[src/rtl/mc_control_if.sv]
// Datapath-facing bundle of the multi-cycle sequencer:
// IR fields and ALU/memory status in, datapath controls out.
interface mc_control_if;
  logic [5:0]  Op;
  logic [5:0]  Fun;
  logic        equal;
  logic        sign;
  logic        mem_ready;
  logic        PCWr;
  logic        nPC_sel;
  logic        IRWr;
  logic        IorD;
  logic        MemRd;
  logic        MemWr;
  logic        RegWr;
  logic        RegDst;
  logic        MemToReg;
  logic        ExtOp;
  logic        ALUSrc;
  logic [2:0]  ALUctr;
  logic        halt;
  logic [3:0]  state;
  logic [31:0] retired;

  modport master (
    input  Op, Fun, equal, sign, mem_ready,
    output PCWr, nPC_sel, IRWr, IorD,
    output MemRd, MemWr, RegWr, RegDst,
    output MemToReg, ExtOp, ALUSrc, ALUctr,
    output halt, state, retired
  );

  modport slave (
    output Op, Fun, equal, sign, mem_ready,
    input  PCWr, nPC_sel, IRWr, IorD,
    input  MemRd, MemWr, RegWr, RegDst,
    input  MemToReg, ExtOp, ALUSrc, ALUctr,
    input  halt, state, retired
  );
endinterface

[src/rtl/mc_control.sv]
// Multi-cycle control sequencer for the MIPS-subset datapath:
// fetch/decode/exec/mem/writeback stepping with retire counter.
module mc_control (
  input logic          clk,
  input logic          reset,
  mc_control_if.master bus
);
  typedef enum logic [3:0] {
    FETCH  = 4'd0,
    DECODE = 4'd1,
    EXEC   = 4'd2,
    WB     = 4'd3,
    ADDR   = 4'd4,
    MEM    = 4'd5,
    LWB    = 4'd6,
    BRANCH = 4'd7,
    TRAP   = 4'd8
  } state_t;

  state_t      st;
  state_t      nxt;
  logic        retire;
  logic [31:0] retired_q;

  logic is_r, is_addi, is_lw, is_sw;
  logic is_beq, is_bne, is_bgtz;
  logic is_alu, is_mem, is_br;
  logic r_ok, taken;
  logic [2:0] r_alu, ex_alu;

  assign is_r    = bus.Op == 6'b000000;
  assign is_addi = bus.Op == 6'b001000;
  assign is_lw   = bus.Op == 6'b100011;
  assign is_sw   = bus.Op == 6'b101011;
  assign is_beq  = bus.Op == 6'b000100;
  assign is_bne  = bus.Op == 6'b000101;
  assign is_bgtz = bus.Op == 6'b000111;

  always_comb begin
    r_ok  = 1'b1;
    r_alu = 3'd0;
    case (bus.Fun)
      6'b100000: r_alu = 3'd2;
      6'b100001: r_alu = 3'd4;
      6'b100010: r_alu = 3'd6;
      6'b100011: r_alu = 3'd6;
      6'b100100: r_alu = 3'd0;
      6'b100101: r_alu = 3'd1;
      6'b000000: r_alu = 3'd5;
      6'b101010: r_alu = 3'd3;
      6'b101011: r_alu = 3'd7;
      default:   r_ok  = 1'b0;
    endcase
  end

  assign is_alu = (is_r & r_ok) | is_addi;
  assign is_mem = is_lw | is_sw;
  assign is_br  = is_beq | is_bne | is_bgtz;
  assign ex_alu = is_addi ? 3'd2 : r_alu;
  assign taken  = (is_beq & bus.equal)
                | (is_bne & ~bus.equal)
                | (is_bgtz & ~bus.equal & ~bus.sign);

  always_comb begin
    nxt    = FETCH;
    retire = 1'b0;
    case (st)
      FETCH:  nxt = bus.mem_ready ? DECODE : FETCH;
      DECODE: begin
        unique case (1'b1)
          is_alu:  nxt = EXEC;
          is_mem:  nxt = ADDR;
          is_br:   nxt = BRANCH;
          default: nxt = TRAP;
        endcase
      end
      EXEC:   nxt = WB;
      WB:     retire = 1'b1;
      ADDR:   nxt = MEM;
      MEM: begin
        if (!bus.mem_ready) nxt = MEM;
        else if (is_lw)     nxt = LWB;
        else                retire = 1'b1;
      end
      LWB:    retire = 1'b1;
      BRANCH: retire = 1'b1;
      TRAP:   nxt = TRAP;
      default: nxt = FETCH;
    endcase
  end

  always_ff @(posedge clk or posedge reset) begin
    if (reset) begin
      st        <= FETCH;
      retired_q <= 32'd0;
    end else begin
      st <= nxt;
      if (retire) retired_q <= retired_q + 32'd1;
    end
  end

  logic pcwr, npc, irwr, iord, memrd, memwr;
  logic regwr, regdst, memtoreg, extop, alusrc;
  logic halt;
  logic [2:0] alu;

  // Gated by reset directly so strobes drop without waiting for a clock.
  always_comb begin
    pcwr     = 1'b0;
    npc      = 1'b0;
    irwr     = 1'b0;
    iord     = 1'b0;
    memrd    = 1'b0;
    memwr    = 1'b0;
    regwr    = 1'b0;
    regdst   = 1'b0;
    memtoreg = 1'b0;
    extop    = 1'b0;
    alusrc   = 1'b0;
    halt     = 1'b0;
    alu      = 3'd0;
    if (!reset) begin
      case (st)
        FETCH: begin
          memrd = 1'b1;
          irwr  = bus.mem_ready;
          pcwr  = bus.mem_ready;
        end
        EXEC, WB: begin
          alu    = ex_alu;
          alusrc = is_addi;
          extop  = is_addi;
          regwr  = st == WB;
          regdst = (st == WB) & is_r;
        end
        ADDR, MEM: begin
          alu    = 3'd2;
          alusrc = 1'b1;
          extop  = 1'b1;
          iord   = st == MEM;
          memrd  = (st == MEM) & is_lw;
          memwr  = (st == MEM) & is_sw;
        end
        LWB: begin
          regwr    = 1'b1;
          memtoreg = 1'b1;
        end
        BRANCH: begin
          alu  = 3'd6;
          pcwr = taken;
          npc  = taken;
        end
        TRAP:    halt = 1'b1;
        default: ;
      endcase
    end
  end

  assign bus.PCWr     = pcwr;
  assign bus.nPC_sel  = npc;
  assign bus.IRWr     = irwr;
  assign bus.IorD     = iord;
  assign bus.MemRd    = memrd;
  assign bus.MemWr    = memwr;
  assign bus.RegWr    = regwr;
  assign bus.RegDst   = regdst;
  assign bus.MemToReg = memtoreg;
  assign bus.ExtOp    = extop;
  assign bus.ALUSrc   = alusrc;
  assign bus.ALUctr   = alu;
  assign bus.halt     = halt;
  assign bus.state    = st;
  assign bus.retired  = retired_q;
endmodule

[src/flat_wrapper.sv]
// flat-port wrapper written by rule: the top's interface ports become plain ports
module mc_control_flat 
  (clk, reset, bus_Op, bus_Fun, bus_equal, bus_sign, bus_mem_ready, bus_PCWr, bus_nPC_sel, bus_IRWr, bus_IorD, bus_MemRd, bus_MemWr, bus_RegWr, bus_RegDst, bus_MemToReg, bus_ExtOp, bus_ALUSrc, bus_ALUctr, bus_halt, bus_state, bus_retired);
  mc_control_if bus_i ();
  input logic clk;
  input logic reset;
  input wire logic [$bits(bus_i.Op)-1:0] bus_Op;
  input wire logic [$bits(bus_i.Fun)-1:0] bus_Fun;
  input wire logic [$bits(bus_i.equal)-1:0] bus_equal;
  input wire logic [$bits(bus_i.sign)-1:0] bus_sign;
  input wire logic [$bits(bus_i.mem_ready)-1:0] bus_mem_ready;
  output wire logic [$bits(bus_i.PCWr)-1:0] bus_PCWr;
  output wire logic [$bits(bus_i.nPC_sel)-1:0] bus_nPC_sel;
  output wire logic [$bits(bus_i.IRWr)-1:0] bus_IRWr;
  output wire logic [$bits(bus_i.IorD)-1:0] bus_IorD;
  output wire logic [$bits(bus_i.MemRd)-1:0] bus_MemRd;
  output wire logic [$bits(bus_i.MemWr)-1:0] bus_MemWr;
  output wire logic [$bits(bus_i.RegWr)-1:0] bus_RegWr;
  output wire logic [$bits(bus_i.RegDst)-1:0] bus_RegDst;
  output wire logic [$bits(bus_i.MemToReg)-1:0] bus_MemToReg;
  output wire logic [$bits(bus_i.ExtOp)-1:0] bus_ExtOp;
  output wire logic [$bits(bus_i.ALUSrc)-1:0] bus_ALUSrc;
  output wire logic [$bits(bus_i.ALUctr)-1:0] bus_ALUctr;
  output wire logic [$bits(bus_i.halt)-1:0] bus_halt;
  output wire logic [$bits(bus_i.state)-1:0] bus_state;
  output wire logic [$bits(bus_i.retired)-1:0] bus_retired;
  assign bus_i.Op = bus_Op;
  assign bus_i.Fun = bus_Fun;
  assign bus_i.equal = bus_equal;
  assign bus_i.sign = bus_sign;
  assign bus_i.mem_ready = bus_mem_ready;
  assign bus_PCWr = bus_i.PCWr;
  assign bus_nPC_sel = bus_i.nPC_sel;
  assign bus_IRWr = bus_i.IRWr;
  assign bus_IorD = bus_i.IorD;
  assign bus_MemRd = bus_i.MemRd;
  assign bus_MemWr = bus_i.MemWr;
  assign bus_RegWr = bus_i.RegWr;
  assign bus_RegDst = bus_i.RegDst;
  assign bus_MemToReg = bus_i.MemToReg;
  assign bus_ExtOp = bus_i.ExtOp;
  assign bus_ALUSrc = bus_i.ALUSrc;
  assign bus_ALUctr = bus_i.ALUctr;
  assign bus_halt = bus_i.halt;
  assign bus_state = bus_i.state;
  assign bus_retired = bus_i.retired;
  mc_control u_core (.clk(clk), .reset(reset), .bus(bus_i));
endmodule
[config.mk]
export PLATFORM = sky130hd
export DESIGN_NAME = mc_control_flat
export DESIGN_NICKNAME = d
export VERILOG_FILES = /design/src/rtl/mc_control_if.sv /design/src/rtl/mc_control.sv /design/src/flat_wrapper.sv
export SDC_FILE = /design/constraint.sdc
export NUM_CORES = 1
export LEC_CHECK = 0
export ABC_AREA = 1
export BUFFER_PORTS_ARGS = -buffer_cell sky130_fd_sc_hd__buf_2
export CAP_MARGIN = 10
export CORE_MARGIN = 2
export CORE_UTILIZATION = 51
export CTS_CLUSTER_DIAMETER = 200
export DETAILED_ROUTE_END_ITERATION = 8
export GPL_TIMING_DRIVEN = 0
export PLACE_DENSITY = 0.76
export REMOVE_ABC_BUFFERS = 1
export SYNTH_ARGS = -nofsm -noshare
export SYNTH_HDL_FRONTEND = slang
export SYNTH_SLANG_ARGS = --single-unit
[constraint.sdc]
create_clock -name clk -period 4 [get_ports clk]
set_input_delay 0.4 -clock clk [delete_from_list [all_inputs] [get_ports clk]]
set_output_delay 0.4 -clock clk [all_outputs]
set_load 0.01 [all_outputs]
==> flow_summary.toml, run 1 <==
[status]
status = "completed"

[pwr]
pwr-share-clk_pct = 25.8
p_sw_share_pct = 35.7
p_leak_nw = 1.57
p_per_area_nw_per_um2 = 297
p_sw_uw = 335
p_comb_share_pct = 27.5
power_uw = 937
p_seq_share_pct = 46.7
p_int_uw = 603
ir_drop_mv = 0.175

[timing]
fin_skew_ps = 7.12
whs_ps = 331
tightestPinTransition_ps = 743
timing.final.crit_share_pct = 54.0
min_period_ps = 2160
slew_headroom_pct = 50.4
rsz0062_at_grt = "false"
clock.fmax_mhz = 463
finalSetupTns_ps = 0
hold_viol_final = 0
setup_viol = 0
final_max_slew_viol_count = 0

[yosys]
yosysWarnings = 0
syn_inst = 417
synthArstFlopShare_pct = 100
synth_top_area_share_pct = 33.5
netlist_area_um2 = 2690
yosys_register_bits = 36
synth_enable_flop_cells = 0
synthTopCellsByArea = "dfrtp_1, nand2_1, nor2_1, inv_1, nand3_1"
post-synth-top-area-cell = "dfrtp_1"
seq_area_frac_synth_pct = 33.5
postSynthAreaPerCell_um2 = 6.45
ys_types = 35
synth_flop_cell = "dfrtp_1"

[detailed_routing]
drc = 0
viasPerCell = 5.12
detail_route.wl_per_cell_um = 11.8
ant_nets = 0
vias = 2846
first_iter_violations = 214
routed_wirelength_mm = 6.55
drt_pass1_iterations = 4

[floorplan]
die_height_um = 76.6
row_count = 26
dieArea_um2 = 5870
start_util_pct = 52.7
io_pins = 68
core-area_um2 = 5110
die_w_um = 76.6

[final_layout]
post-route-util_pct = 61.9
layout_commonest_cell = "nand2_1"
diodes = 0
final_area_um2 = 3160
drive_gt1_share_pct = 21.2
layout_common_cells = "nand2_1, nor2_1, buf_2"
area_growth_pct = 17.4
layout.nets = 504

[critical_path]
arrival_ps = 1760
cp-start-kind = "input pin"
cp_data_required_time_ps = 3600
critPathCaptureType = "primary output"
critPathKind = "input pin to primary output"
crit_fanout = 23

[cts]
htree_levels = 2
numCtsBuffers = 5
cts_hold_buffers = 0
clockBufferDepth = 2
cts_tree = "yes"
clock-sinks = 36
path_clk_slew_ps = 70
cts_setup_buffers = 0
cts.repair.resized = 0
cts-root-buf = "clkbuf_8"
clk-insertion-delay-late_ps = 290

[global_route]
grtUsageTotal_pct = 23.9
grt-ovfl-total = 0
grt_pass1_vias = 2594
antenna_found_initial = 0
busiest_layer = "met2"
grt_max_degree = 34
grt_use_met2_pct = 37.6
met3_usage_pct = 4.03
grt_pass1_wl_mm = 11.5
grtUsageMet1_pct = 33.0

[job]
drv_cap = 0

[placed_design]
io_buffer_count = 67
placed_cell_area_um2 = 3080
hpwl_mm = 5.18
routabilityCongestion = 0.926

[hold_path]
hp-class = "input pin to asynchronous set/reset pin"
## path summary, 6_finish.rpt
path                                             start  depth (start not counted)  slack, ps                     end
worst max-delay path                             reset                          6       1840           bus_ALUctr[2]
worst min-delay path                             reset                          2        330  u_core.bus.retired[26]
worst max register to register     u_core.bus.state[3]                          8       2200   u_core.bus.retired[9]
worst min register to register  u_core.bus.retired[10]                          1        520  u_core.bus.retired[10]
max in group asynchronous                        reset                          3       3120   u_core.bus.retired[6]
min in group clk                             bus_Op[2]                          4        500     u_core.bus.state[2]
## power groups by stage
stage               sequential [mW]  combinational [mW]  clock (mW)
floorplan                     0.449               0.155           0
global placement              0.442               0.248           0
detailed placement            0.443               0.258           0
CTS                           0.437               0.259       0.246
global route                  0.443               0.294       0.265
finish                        0.437               0.258       0.242
## critical path, cell delays in order
cell and delay (ps):
buf_2 160, inv_1 560, buf_16 240, o21ai_0 120, a21oi_1 120, buf_2 140
## flip-flops by register name, indices dropped and copies added, names as in the netlist
name,cells
u_core.bus.retired,32
u_core.bus.state,4
## cell usage after synthesis (3+ instances only)
cell and count:
nand2_1 150, nor2_1 69, inv_1 41, dfrtp_1 36
nand3_1 26, nor3_1 13, xnor2_1 11, nand2_2 10
nand4_1 6, xor2_1 6, a21oi_1 5, o21ai_0 5
inv_2 4, nor2_2 4, nand3b_1 3, nor4_1 3
## final cells by class
cell class | instances | area, um^2
sequential | 36 | 901
timing repair buffer | 68 | 363
clock inverter | 1 | 5.00
inverter | 46 | 175
multi-input combinational | 329 | 1560
clock buffer | 6 | 72.6
fill | 510 | 1950
tap | 70 | 87.6
## stage by stage
| stage | setup slack (ps) | std cells |
|---|---|---|
| CTS | 1770 | 556 |
| global placement | 1260 | 548 |
| global route | 1640 | 556 |
| finish | 1840 | 556 |
| detailed placement | 1770 | 549 |
| floorplan | 1880 | 411 |
## cell families (layout without fill, tap and decap cells)
family / count (synthesis) / in the layout / synth area share [%]
flip-flops: 36 / 36 / 33.5
AO/OA/AOI/OAI: 16 / 16 / 3.30
adder cells (fa/ha/maj): 1 / 1 / 0.465
buffers and inverters: 52 / 121 / 8.70
AND/OR/NAND/NOR: 295 / 295 / 48.5
XOR/XNOR: 17 / 17 / 5.53
## routing by layer
metal  vias up  part of all wire (%)  wire length [um]
li1       1436                     -                 -
met1      1303                    47              3050
met4         0                   1.9               127
met3        15                   6.8               443
met5         -                     0                 0
met2        92                    45              2930
Power figures use the tool's default switching activity.
==> inputs of run 2 (changes only) <==
Settings changed: CORE_UTILIZATION 51 to 49.
Clock period 4 ns to 1.8 ns, I/O delays scaled along.
==> run 2 against run 1 <==
Non-clock buffer count rose by 12; clock skew about the same; register-to-register slack got worse by 2100 ps; sequential share of layout area fell by 1.2 points; critical path depth up 1; die area rose by 3.9%.
==> flow_summary.toml, run 2 (synthesized netlist as in run 1, its figures left out) <==
[status]
status = "completed"

[timing]
rsz0062_at_grt = "true"
fin_skew_ps = 7.15
min_period_ps = 1740
hold_viol_final = 0
clock.fmax_mhz = 576
whs_ps = 12.8
setup_viol = 0
slew_headroom_pct = 72.8
timing.final.crit_share_pct = 96.5
setup_ws_ps = 62.6
tightestPinTransition_ps = 409
final_max_slew_viol_count = 0

[final_layout]
diodes = 0
layout_common_cells = "nand2_1, buf_2, nor2_1"
layout.nets = 517
drive_gt1_share_pct = 25.4
layout_commonest_cell = "nand2_1"
area_growth_pct = 23.1
largest_register_ffs = 32

[cts]
numCtsBuffers = 5
clk-insertion-delay-late_ps = 290
clock-sinks = 36
cts_tree = "yes"
path_clk_slew_ps = 70
htree_levels = 2
clockBufferDepth = 2
cts-root-buf = "clkbuf_8"

[global_route]
grt_pass1_wl_mm = 11.7
antenna_found_initial = 0
grt_max_degree = 34
grtUsageTotal_pct = 23.8
grt-ovfl-total = 0
grt_pass1_vias = 2579

[hold_path]
hp-class = "input pin to asynchronous set/reset pin"

[floorplan]
row_count = 26
core-area_um2 = 5200
io_pins = 68
die_w_um = 78.1
die_height_um = 78.1
start_util_pct = 51.7
dieArea_um2 = 6100

[pwr]
pwr-share-clk_pct = 27.5
p_seq_share_pct = 44.8
p_comb_share_pct = 27.7
p_int_mw = 1.42
p_leak_nw = 1.64
p_sw_uw = 781
p_per_area_nw_per_um2 = 666
ir_drop_mv = 0.421
p_sw_share_pct = 35.4

[critical_path]
cp_data_required_time_ps = 1620
cp_slowest_stage_delay_ps = 370
worst_path_max_delay_cell = "dfrtp_1"
cpMostUsedCell = "nor2_1"
crit_fanout = 9
rr_endpoint = "u_core.bus.retired[9]"
r2r_cells = 8
arrival_ps = 1560
cp-start-kind = "flip-flop"
critPathCaptureType = "primary output"
critPathKind = "flip-flop to primary output"
worstPathCellList = "inv_2 > nor2_1 > nand3_1 > nor2_1 > nand2_1 > o22ai_1 > buf_2"
r2r_slack_ps = 140
r2r_start = "u_core.bus.state[3]"

[detailed_routing]
viasPerCell = 5.13
detail_route.wl_per_cell_um = 12.5
routed_wirelength_mm = 7.13
drc = 0
first_iter_violations = 183
ant_nets = 0
vias = 2926
drt_pass1_iterations = 7

[job]
drv_cap = 0

[placed_design]
io_buffer_count = 67
hpwl_mm = 5.43
dpl_worst_slack_ps = -70.9
routabilityCongestion = 0.949
-- run 2: how the worst max path moves through the flow --
stage                         from            end  slack, ps  cells after the start
3_3_place_gp                 reset  bus_ALUctr[2]       -500                      5
5_1_grt        u_core.bus.state[1]       bus_PCWr        -40                      7
2_1_floorplan                reset  bus_ALUctr[2]        120                      3
4_1_cts        u_core.bus.state[2]  bus_ALUctr[2]         20                      6
6_report       u_core.bus.state[1]       bus_PCWr         60                      7
3_5_place_dp                 reset  bus_ALUctr[2]        -70                      6
-- run 2: layout make-up --
class                   instances  area, um^2
fillers                       480        1890
well taps                      70        87.6
clock buffers                   8        90.1
multi-input cells             330        1600
repair buffers                 80         453
inverters                      46         179
flip-flops and latches         36         906
-- run 2: power groups by stage --
stage          Sequential [mW]  Clock (mW)  Combinational, mW
6_report                 0.987       0.606              0.612
5_1_grt                   1.00       0.646              0.685
3_5_place_dp             0.984           0              0.570
2_1_floorplan            0.998           0              0.344
4_1_cts                  0.972       0.612              0.580
3_3_place_gp             0.982           0              0.548
-- run 2: repair_timing --
item	CTS	global route
pin swaps	0	2
gates cloned	0	1
setup buffers	0	12
resized for setup	5	9
hold buffers	0	0
setup endpoints to repair	4	12
-- run 2: critical path, delay by kind of cell (launching register included) --
family / cells / cell delay [ps]
AND/OR/NAND/NOR: 4 / 520
buffers and inverters: 2 / 250
flip-flops: 1 / 370
AO/OA/AOI/OAI: 1 / 120
-- run 2: per-stage QoR --
stage / utilization (%) / setup TNS, ps / cells / power, mW / area, um^2
floorplan: - / 0 / 411 / 1.34 / 2630
global placement: 58.7 / -1210 / 548 / 1.53 / 3050
detailed placement: 59.2 / -97.8 / 549 / 1.55 / 3080
CTS: 61.3 / 0 / 557 / 2.16 / 3190
global route: 63.6 / -85.1 / 570 / 2.33 / 3310
finish: 63.6 / 0 / 570 / 2.20 / 3310
-- run 2: metal layers --
metal	global-route usage (%)	vias up	wire length, um
met3	4.60	9	460
li1	-	1479	-
met5	0	-	0
met2	38.3	106	3390
met1	32.1	1332	3180
met4	8.07	0	102
